==> config.mk <==
export PLATFORM = sky130hd
export DESIGN_NAME = add_result_monitor
export DESIGN_NICKNAME = d
export VERILOG_FILES = /design/src/rtl/add_result_monitor.sv
export SDC_FILE = /design/constraint.sdc
export NUM_CORES = 1
export LEC_CHECK = 0
export BUFFER_PORTS_ARGS = -buffer_cell sky130_fd_sc_hd__buf_2
export CAP_MARGIN = 20
export CORE_MARGIN = 4
export CORE_UTILIZATION = 28
export DETAILED_ROUTE_END_ITERATION = 10
export PLACE_DENSITY = 0.45
export RECOVER_POWER = 25
export SYNTH_ARGS = -nofsm -noshare
export SYNTH_HDL_FRONTEND = slang
export SYNTH_SLANG_ARGS = --single-unit
==> constraint.sdc <==
create_clock -name clk_i -period 4.13 [get_ports clk_i]
set_clock_uncertainty 0.2 [all_clocks]
set_input_delay 0.413 -clock clk_i [delete_from_list [all_inputs] [get_ports clk_i]]
set_output_delay 0.413 -clock clk_i [all_outputs]
set_load 0.02 [all_outputs]
==> src/rtl/add_result_monitor.sv <==
// Result checker for the 8-bit adder harness: predicts a_i+b_i, compares it with res_i
// LATENCY cycles later, and keeps saturating pass/fail counters plus first-mismatch capture.
module add_result_monitor #(
    parameter int unsigned WIDTH   = 8,
    parameter int unsigned LATENCY = 1,
    parameter int unsigned CNT_W   = 16
) (
    input  logic             clk_i,
    input  logic             reset_ni,
    input  logic             start_i,
    input  logic             stop_i,
    input  logic             in_valid_i,
    input  logic [WIDTH-1:0] a_i,
    input  logic [WIDTH-1:0] b_i,
    input  logic [WIDTH-1:0] res_i,
    output logic             chk_valid_o,
    output logic             match_o,
    output logic [CNT_W-1:0] pass_cnt_o,
    output logic [CNT_W-1:0] fail_cnt_o,
    output logic             err_o,
    output logic [WIDTH-1:0] err_exp_o,
    output logic [WIDTH-1:0] err_got_o,
    output logic             busy_o,
    output logic             done_o
);

    if (LATENCY < 1 || LATENCY > 15) begin : g_bad_latency
        $error("add_result_monitor: LATENCY must be within 1..15");
    end

    typedef enum logic [1:0] {IDLE, RUN, DRAIN, DONE} state_t;

    state_t             state_q, state_d;
    logic [LATENCY-1:0] vld_q, vld_d;
    logic [WIDTH-1:0]   exp_q [LATENCY];
    logic [WIDTH-1:0]   exp_d [LATENCY];
    logic               chk_q, chk_d;
    logic               match_q, match_d;
    logic [CNT_W-1:0]   pass_q, pass_d;
    logic [CNT_W-1:0]   fail_q, fail_d;
    logic               err_q, err_d;
    logic [WIDTH-1:0]   err_exp_q, err_exp_d;
    logic [WIDTH-1:0]   err_got_q, err_got_d;
    logic               busy_q, busy_d;
    logic               done_q, done_d;

    always_comb begin
        state_d   = state_q;
        chk_d     = 1'b0;
        match_d   = match_q;
        pass_d    = pass_q;
        fail_d    = fail_q;
        err_d     = err_q;
        err_exp_d = err_exp_q;
        err_got_d = err_got_q;

        vld_d[0] = in_valid_i && (state_q == RUN) && !stop_i;
        exp_d[0] = a_i + b_i;
        for (int unsigned i = 1; i < LATENCY; i++) begin
            vld_d[i] = vld_q[i-1];
            exp_d[i] = exp_q[i-1];
        end

        if (vld_q[LATENCY-1]) begin
            chk_d   = 1'b1;
            match_d = (exp_q[LATENCY-1] == res_i);
            if (match_d) begin
                if (pass_q != '1) pass_d = pass_q + 1'b1;
            end else begin
                if (fail_q != '1) fail_d = fail_q + 1'b1;
                if (!err_q) begin
                    err_d     = 1'b1;
                    err_exp_d = exp_q[LATENCY-1];
                    err_got_d = res_i;
                end
            end
        end

        // Drain completion looks at the line after this cycle's tail compare and shift.
        unique case (state_q)
            IDLE:    state_d = IDLE;
            RUN:     if (stop_i) state_d = (|vld_d) ? DRAIN : DONE;
            DRAIN:   if (!(|vld_d)) state_d = DONE;
            DONE:    state_d = DONE;
            default: state_d = IDLE;
        endcase

        if (start_i) begin
            state_d   = RUN;
            vld_d     = '0;
            chk_d     = 1'b0;
            match_d   = 1'b0;
            pass_d    = '0;
            fail_d    = '0;
            err_d     = 1'b0;
            err_exp_d = '0;
            err_got_d = '0;
        end

        busy_d = (state_d == RUN) || (state_d == DRAIN);
        done_d = (state_d == DONE) && (state_q != DONE);
    end

    always_ff @(posedge clk_i or negedge reset_ni) begin
        if (!reset_ni) begin
            state_q   <= IDLE;
            vld_q     <= '0;
            for (int unsigned i = 0; i < LATENCY; i++) exp_q[i] <= '0;
            chk_q     <= 1'b0;
            match_q   <= 1'b0;
            pass_q    <= '0;
            fail_q    <= '0;
            err_q     <= 1'b0;
            err_exp_q <= '0;
            err_got_q <= '0;
            busy_q    <= 1'b0;
            done_q    <= 1'b0;
        end else begin
            state_q   <= state_d;
            vld_q     <= vld_d;
            for (int unsigned i = 0; i < LATENCY; i++) exp_q[i] <= exp_d[i];
            chk_q     <= chk_d;
            match_q   <= match_d;
            pass_q    <= pass_d;
            fail_q    <= fail_d;
            err_q     <= err_d;
            err_exp_q <= err_exp_d;
            err_got_q <= err_got_d;
            busy_q    <= busy_d;
            done_q    <= done_d;
        end
    end

    assign chk_valid_o = chk_q;
    assign match_o     = match_q;
    assign pass_cnt_o  = pass_q;
    assign fail_cnt_o  = fail_q;
    assign err_o       = err_q;
    assign err_exp_o   = err_exp_q;
    assign err_got_o   = err_got_q;
    assign busy_o      = busy_q;
    assign done_o      = done_q;

endmodule

==> results.md, run 1 <==
* Outcome: complete, no violations
* Mapped cell area at 3354 µm²
* Critical Path AT at 2.45 ns
* Clock transition at path regs at 0.05 ns
* Global-route usage over all layers at approximately an eighth
* CP max stage delay at a little over 0.7 ns
* Dpl ws at 1.417 ns
* Post-synthesis compound-gate area fraction at approximately an eighth
* Slowest CP cell: and4_1
* Cell Int Power at 1.129 mW
* Largest fanout on the critical path at 26
* Met3 Resource Use GR at 3.748%
* DR DRC count at 0
* Drt first pass iters at 4
* Power Total at 1.514 mW
* Post-synth EDFFs at 0
* Flop pwr share at 43.9%
* Switching share of power at 25.43%
* Routed WL at 8783 µm
* Synth Instances at 329
* Post-synth top flop: dfrtp_1
* TritonCTS clock tree: done
* FF+latch count, synth at 64
* Worst setup path class: flop to flop
* Crit start category: flop
* Post-Synth Simple-Gate Area at 21.60%
* I/O pin cnt at between 80 and 90
* Final cycle utilization of the critical path at 59.10%
* Die area at 13,800 µm²
* Root buf cell: clkbuf_16
* Clock latency at the later pin of the worst-skew pair at 0.33 ns
* Leak at 2.004 nW
* Setup Fix Bufs, Post-CTS at 0
* HP Class: input port to flop
* Sequential share of the synthesized area at between 40% and 50%
* Post-Synth Adder-Cell Area at under 10%
* CTS H-tree lvls at 3
* Syn_area_per_cell at approximately 10 µm²
* Grt met2 use at 19.87%
* Multi-input gate area at 1640 µm²
* Peak Freq at 409.7 MHz
* Post-DR vias/cell at 5.096
* Nets@finish at 452
* Num CTS Buffers at 9
* Gp weighted congestion at 0.7133
* Multiplexer area fraction after synthesis at under 10%
* Distinct cells, synth at 49
* Hold Buf Count CTS at 0
* Ys Warns at 0
* Most frequent cells in the layout: buf_2, dfrtp_1, nor2_1
* Post-Syn Nets at roughly 370
* Core ar. at between 10,000 and 15,000 µm²
* Final Hold Viols at 0
* Crit-path cells: ha_1 > and4_4 > and4_1 > nor4_1 > mux2_2
* RSZ-0062 raised after global routing: no
* CTS resizes at 0
* Initial antenna violation count at 0
* Initial DRC Count at 116
* Die width at 117.5 µm
* Worst Setup End Kind: flop
* GRT met1 Usage at 18.30%
* DR vias at 2,854
* Die outline height at 117.5 µm
* Cell Rows at 39
* CP required at 4.14 ns
* Clock power frac at 46.3%
* Total of max-cap violations at 0
* Setup WS post-layout at 1.689 ns
* Global-route wire length before repair at 15,150 µm
* Commonest non-fill, non-tap cell in the layout: buf_2
* Area grow syn2layout at 25.21%
* Largest net degree at the start of global routing at 51
* Fin Setup TNS at 0 ns
* Busiest grt layer: met2
* Vias in the first global route at 2,920
* Post-Synth XOR/XNOR Area at 3.916%
* Seq. cell area at between 1500 and 2000 µm²
* Slew headroom at around 47%
* Final setup violation count at 0
* Fin crit period at 2.441 ns
* Antenna Cells at 0
* DP HPWL at between 6000 and 7000 µm
* Async SR Flop Fraction at 100.0%
* Largest family of logic cells by synthesized area: simple AND/OR/NAND/NOR gates
* PwrDens at around 360 nW/µm²
* Max Root-Sink Buffers at 2
* Worst slew pin tran at 0.7992 ns
* VDD IR max at 146.1 µV
* Combinational Power Share at approximately a tenth
* Routed WL per cell at 15.68 µm
* Clk sinks at 64
* Post-DRT Antenna Nets at 0
* PortBufs at 81
* Gr ovfl total at 0
* NetSw at 385.1 µW
* Number of fillers in the final layout at 1,198
* Initial core utilization at 29.01%
* Pins over their slew limit at 0
* Ratio of cells with drive above 1 in the final layout at 26.62%
-- critical path, delay by kind of cell (launching register included) --
kind	cells	cell delay (ns)
and+or+nand+nor	3	1.09
adders and majority gates	1	0.29
DFF	1	0.44
muxes	1	0.30
-- power by group through the flow --
stage	Clock, mW	Combinational (mW)	Sequential [mW]
6_report	0.701	0.148	0.665
5_1_grt	0.742	0.171	0.669
4_1_cts	0.714	0.150	0.666
3_5_place_dp	0	0.149	0.677
3_3_place_gp	0	0.146	0.677
2_1_floorplan	0	0.0810	0.683
-- path summary, 6_finish.rpt --
check	start	to	slack [ns]	depth (start not counted)
worst max-delay path	fail_cnt_o[0]	fail_cnt_o[12]	1.69	5
worst min-delay path	stop_i	vld_q	0.08	2
worst max register to register	fail_cnt_o[0]	fail_cnt_o[12]	1.69	5
worst min register to register	state_q[1]	vld_q	0.29	1
max in group asynchronous	reset_ni	err_got_o[7]	2.30	4
min in group asynchronous	reset_ni	fail_cnt_o[9]	0.44	2
-- sequential cells by signal, summed over array words and instances (netlist names) --
signal       flops
fail_cnt_o      16
busy_o           1
err_exp_o        8
pass_cnt_o      16
done_o           1
match_o          1
exp_q            8
state_q          2
err_got_o        8
err_o            1
vld_q            1
chk_valid_o      1
-- layout make-up --
class,instances,share of cell area (%)
Tap cell,143,4.260
Multi-Input combinational cell,240,39.05
Sequential cell,64,38.13
Clock inverter,6,0.8341
Inverter,10,0.8937
Clock buffer,10,5.690
Timing Repair Buffer,87,11.14
-- metrics by stage --
stage	cells	utilization, %	instance area, µm²	hold slack (ns)
after floorplan	329	-	3354	-0.08259
after detailed placement	541	33.60	3886	0.2817
after global routing	560	36.32	4200	0.1039
after global placement	541	33.60	3886	0.2873
final	560	36.32	4200	0.08150
after CTS	557	35.97	4160	0.08103
-- logic make-up (layout without fill, tap and decap cells) --
family	after synthesis	count (layout)
AND/OR/NAND/NOR	127	127
buffers and inverters	25	113
adder cells (fa/ha/maj)	11	11
AO/OA/AOI/OAI	66	66
XOR/XNOR	15	15
flip-flops	64	64
multiplexers	21	21
-- cell usage after synthesis (2+ instances only) --
cell type	number	area, µm²
a21boi_0	2	15.01
a21oi_1	27	135.1
and3_1	4	25.02
and4_1	4	35.03
and4_4	2	22.52
buf_2	3	15.01
buf_4	2	15.01
clkbuf_1	8	30.03
dfrtp_1	64	1602
ha_1	10	125.1
inv_1	10	37.54
mux2_2	4	45.04
mux2i_1	17	170.2
nand2_1	15	56.30
nand2b_1	3	18.77
nand3_1	11	55.05
nand4_1	9	56.30
nor2_1	31	116.4
nor2b_1	10	62.56
nor3_1	4	20.02
nor4_1	4	25.02
nor4b_1	2	17.52
o21ai_0	8	40.04
o31ai_1	16	120.1
o41ai_1	2	17.52
or3_1	5	31.28
or4_1	17	127.6
xnor2_1	14	122.6
-- routing by layer --
layer	vias to the layer above	part of all wire, %
li1	1389	-
met1	1370	48
met2	84	44
met3	11	6.3
met4	0	1.6
met5	-	0
(Power assumes the default switching activity.)
==> run 2: changes to the inputs <==
Settings changed: PLACE_DENSITY 0.45 to 0.47.
Clock period 4.13 ns to 2.2 ns, I/O delays scaled along.
==> run 2 against run 1 <==
Compared with the run above: sequential share of layout area fell by 5.8 points; die area did not move; maximum frequency rose by 13%; critical path depth rose by 2; clock power rose by 100%; non-clock buffer count rose by 70; critical path type unchanged; critical endpoint is now pass_cnt_o[9]; highest routed layer unchanged.
==> results.md, run 2 (synthesis results as in run 1) <==
* Routed WL per cell at 14.76 µm (-5.9%)
* NetSw at 746.0 µW (+94%)
* Cell Rows at 39 (unchanged)
* DP Area at 4309 µm² (+11%)
* Power Total at 3.015 mW (+99%)
* Outcome: complete, no violations
* Gp weighted congestion at 0.8153 (+14%)
* Slowest CP cell: or4_4
* Global-route wire length before repair at 15,300 µm (+1.0%)
* Initial DRC Count at 82 (-29%)
* Critical Path AT at 2.21 ns (-0.24 ns)
* Critical path's top delay family: simple AND/OR/NAND/NOR gates
* Slew headroom at 48.69% (+2.0 points)
* Post-DRT Antenna Nets at 0 (unchanged)
* Setup WS post-layout at 0.04560 ns (-1.643 ns)
* Total of max-cap violations at 0 (unchanged)
* RSZ-0062 raised after global routing: yes
* Switching share of power at 24.74% (-0.69 points)
* Worst slew pin tran at 0.7696 ns (-0.02960 ns)
* PwrDens at 607.5 nW/µm² (+68%)
* Cell Int Power at 2.269 mW (+100%)
* Combinational Power Share at 11.5% (+1.7 points)
* CP Buf/Inv Count at 1 (+1)
* Fin Setup TNS at 0 ns (unchanged)
* Routed WL at 9298 µm (+5.9%)
* Clk sinks at 64 (unchanged)
* Vias in the first global route at 3,088 (+5.8%)
* Drt first pass iters at 4 (unchanged)
* CP required at 2.26 ns (-1.88 ns)
* Max Root-Sink Buffers at 2 (unchanged)
* Fin crit period at 2.154 ns (-0.2866 ns)
* Final Instance Area at 4964 µm² (+18%)
* Pins over their slew limit at 0 (unchanged)
* Worst setup path class: flop to flop
* VDD IR max at 324.1 µV (+120%)
* Area grow syn2layout at 47.97%
* Final Hold Viols at 0 (unchanged)
* DR DRC count at 0 (unchanged)
* Largest fanout on the critical path at 4 (-85%)
* Final setup violation count at 0 (unchanged)
* Most frequent cells in the layout: buf_2, dfrtp_1, buf_4
* CP max stage delay at 0.41 ns (-0.31 ns)
* TritonCTS clock tree: done
* Leak at 2.414 nW (+20%)
* Num CTS Buffers at 9 (unchanged)
* Die area at 13,800 µm² (unchanged)
* PortBufs at 81 (unchanged)
* DR vias at 3,095 (+8.4%)
* Root buf cell: clkbuf_16
* Hold slack at 0.01688 ns (-0.06462 ns)
* Core ar. at 11,560 µm² (unchanged)
* Clock power frac at 47.0% (+0.7 points)
* Die width at 117.5 µm (unchanged)
* Dpl ws at 0.008019 ns (-1.409 ns)
* Largest net degree at the start of global routing at 34 (-33%)
* Clock transition at path regs at 0.06 ns (about the same)
* Initial core utilization at 29.01% (unchanged)
* Initial antenna violation count at 0 (unchanged)
* Crit start category: flop
* Global-route usage over all layers at 13.65% (+0.39 points)
* Die outline height at 117.5 µm (unchanged)
* Flop pwr share at 41.5% (-2.4 points)
* I/O pin cnt at 82 (unchanged)
* Post-DR vias/cell at 4.913 (-3.6%)
* Commonest non-fill, non-tap cell in the layout: buf_2
* Antenna Cells at 0 (unchanged)
* HP Class: input port to flop
* Gr ovfl total at 0 (unchanged)
* Nets@finish at 522 (+15%)
* Worst Setup End Kind: flop
* Clock latency at the later pin of the worst-skew pair at 0.33 ns (about the same)
* DP HPWL at 6797 µm (+12%)
* Crit-path cells: ha_2 > and3_4 > or4b_4 > nand4_1 > buf_4 > or4_4 > a21oi_2
* Final cycle utilization of the critical path at 97.93% (+39 points)
* Ratio of cells with drive above 1 in the final layout at 41.27% (+15 points)
* Peak Freq at 464.2 MHz (+13%)
* CTS H-tree lvls at 3 (unchanged)
==> run 2: cell types whose count changed in the layout (fill, tap and decap cells not counted), sizes merged <==
cell	change
clkbuf	+1
clkinvlp	-2
bufinv	+1
dlygate4sd3	+13
clkinv	+1
buf	+56
==> run 2: final timing paths <==
path	depth (start not counted)	slack [ns]	startpoint	endpoint
worst max-delay path	7	0.05	pass_cnt_o[1]	pass_cnt_o[9]
worst min-delay path	3	0.02	b_i[2]	exp_q[2]
worst max register to register	7	0.05	pass_cnt_o[1]	pass_cnt_o[9]
worst min register to register	1	0.32	state_q[1]	done_o
max in group asynchronous	3	0.35	reset_ni	pass_cnt_o[13]
min in group asynchronous	2	0.24	reset_ni	fail_cnt_o[4]
==> run 2: through the flow <==
step,instances,util (%)
after floorplan,329,-
after global placement,592,37.26
final,630,42.92
after CTS,622,41.11
after detailed placement,592,37.26
after global routing,630,42.92
==> run 2: worst reg2reg max path, stage by stage, from the launching register on <==
cell and delay [ns]:
dfrtp_1 0.40, ha_2 0.21, and3_4 0.15, or4b_4 0.20
nand4_1 0.18, buf_4 0.21, or4_4 0.41, a21oi_2 0.12
==> run 2: timing repair <==
item                                   in CTS  in global routing
buffers inserted                            0                  6
endpoints found under the hold margin      75                  0
resized for setup                           1                 35
setup endpoints to repair                   1                 22
pin swaps                                   0                 11
cloned                                      0                  2
hold buffers                               14                  0
==> run 2: power groups by stage <==
stage               Sequential [mW]  Clock [mW]  Combinational (mW)
floorplan                      1.28           0               0.152
global placement               1.27           0               0.304
detailed placement             1.27           0               0.306
CTS                            1.25        1.46               0.328
global route                   1.26        1.51               0.387
finish                         1.25        1.42               0.346
==> run 2: cell type report <==
type / instances / area, µm²
clock inverters: 6 / 70.07
multi-input cells: 240 / 1789
flip-flops and latches: 64 / 1604
well taps: 143 / 178.9
repair buffers: 157 / 1055
fillers: 1134 / 6601
clock buffers: 10 / 229.0
inverters: 10 / 37.54
==> run 2: layer usage <==
layer	wire, µm	up-vias	global-route usage [%]
met3	673	7	4.277
met2	4088	99	20.52
met4	125	0	5.275
met5	0	-	0
met1	4410	1466	18.40
li1	-	1523	-
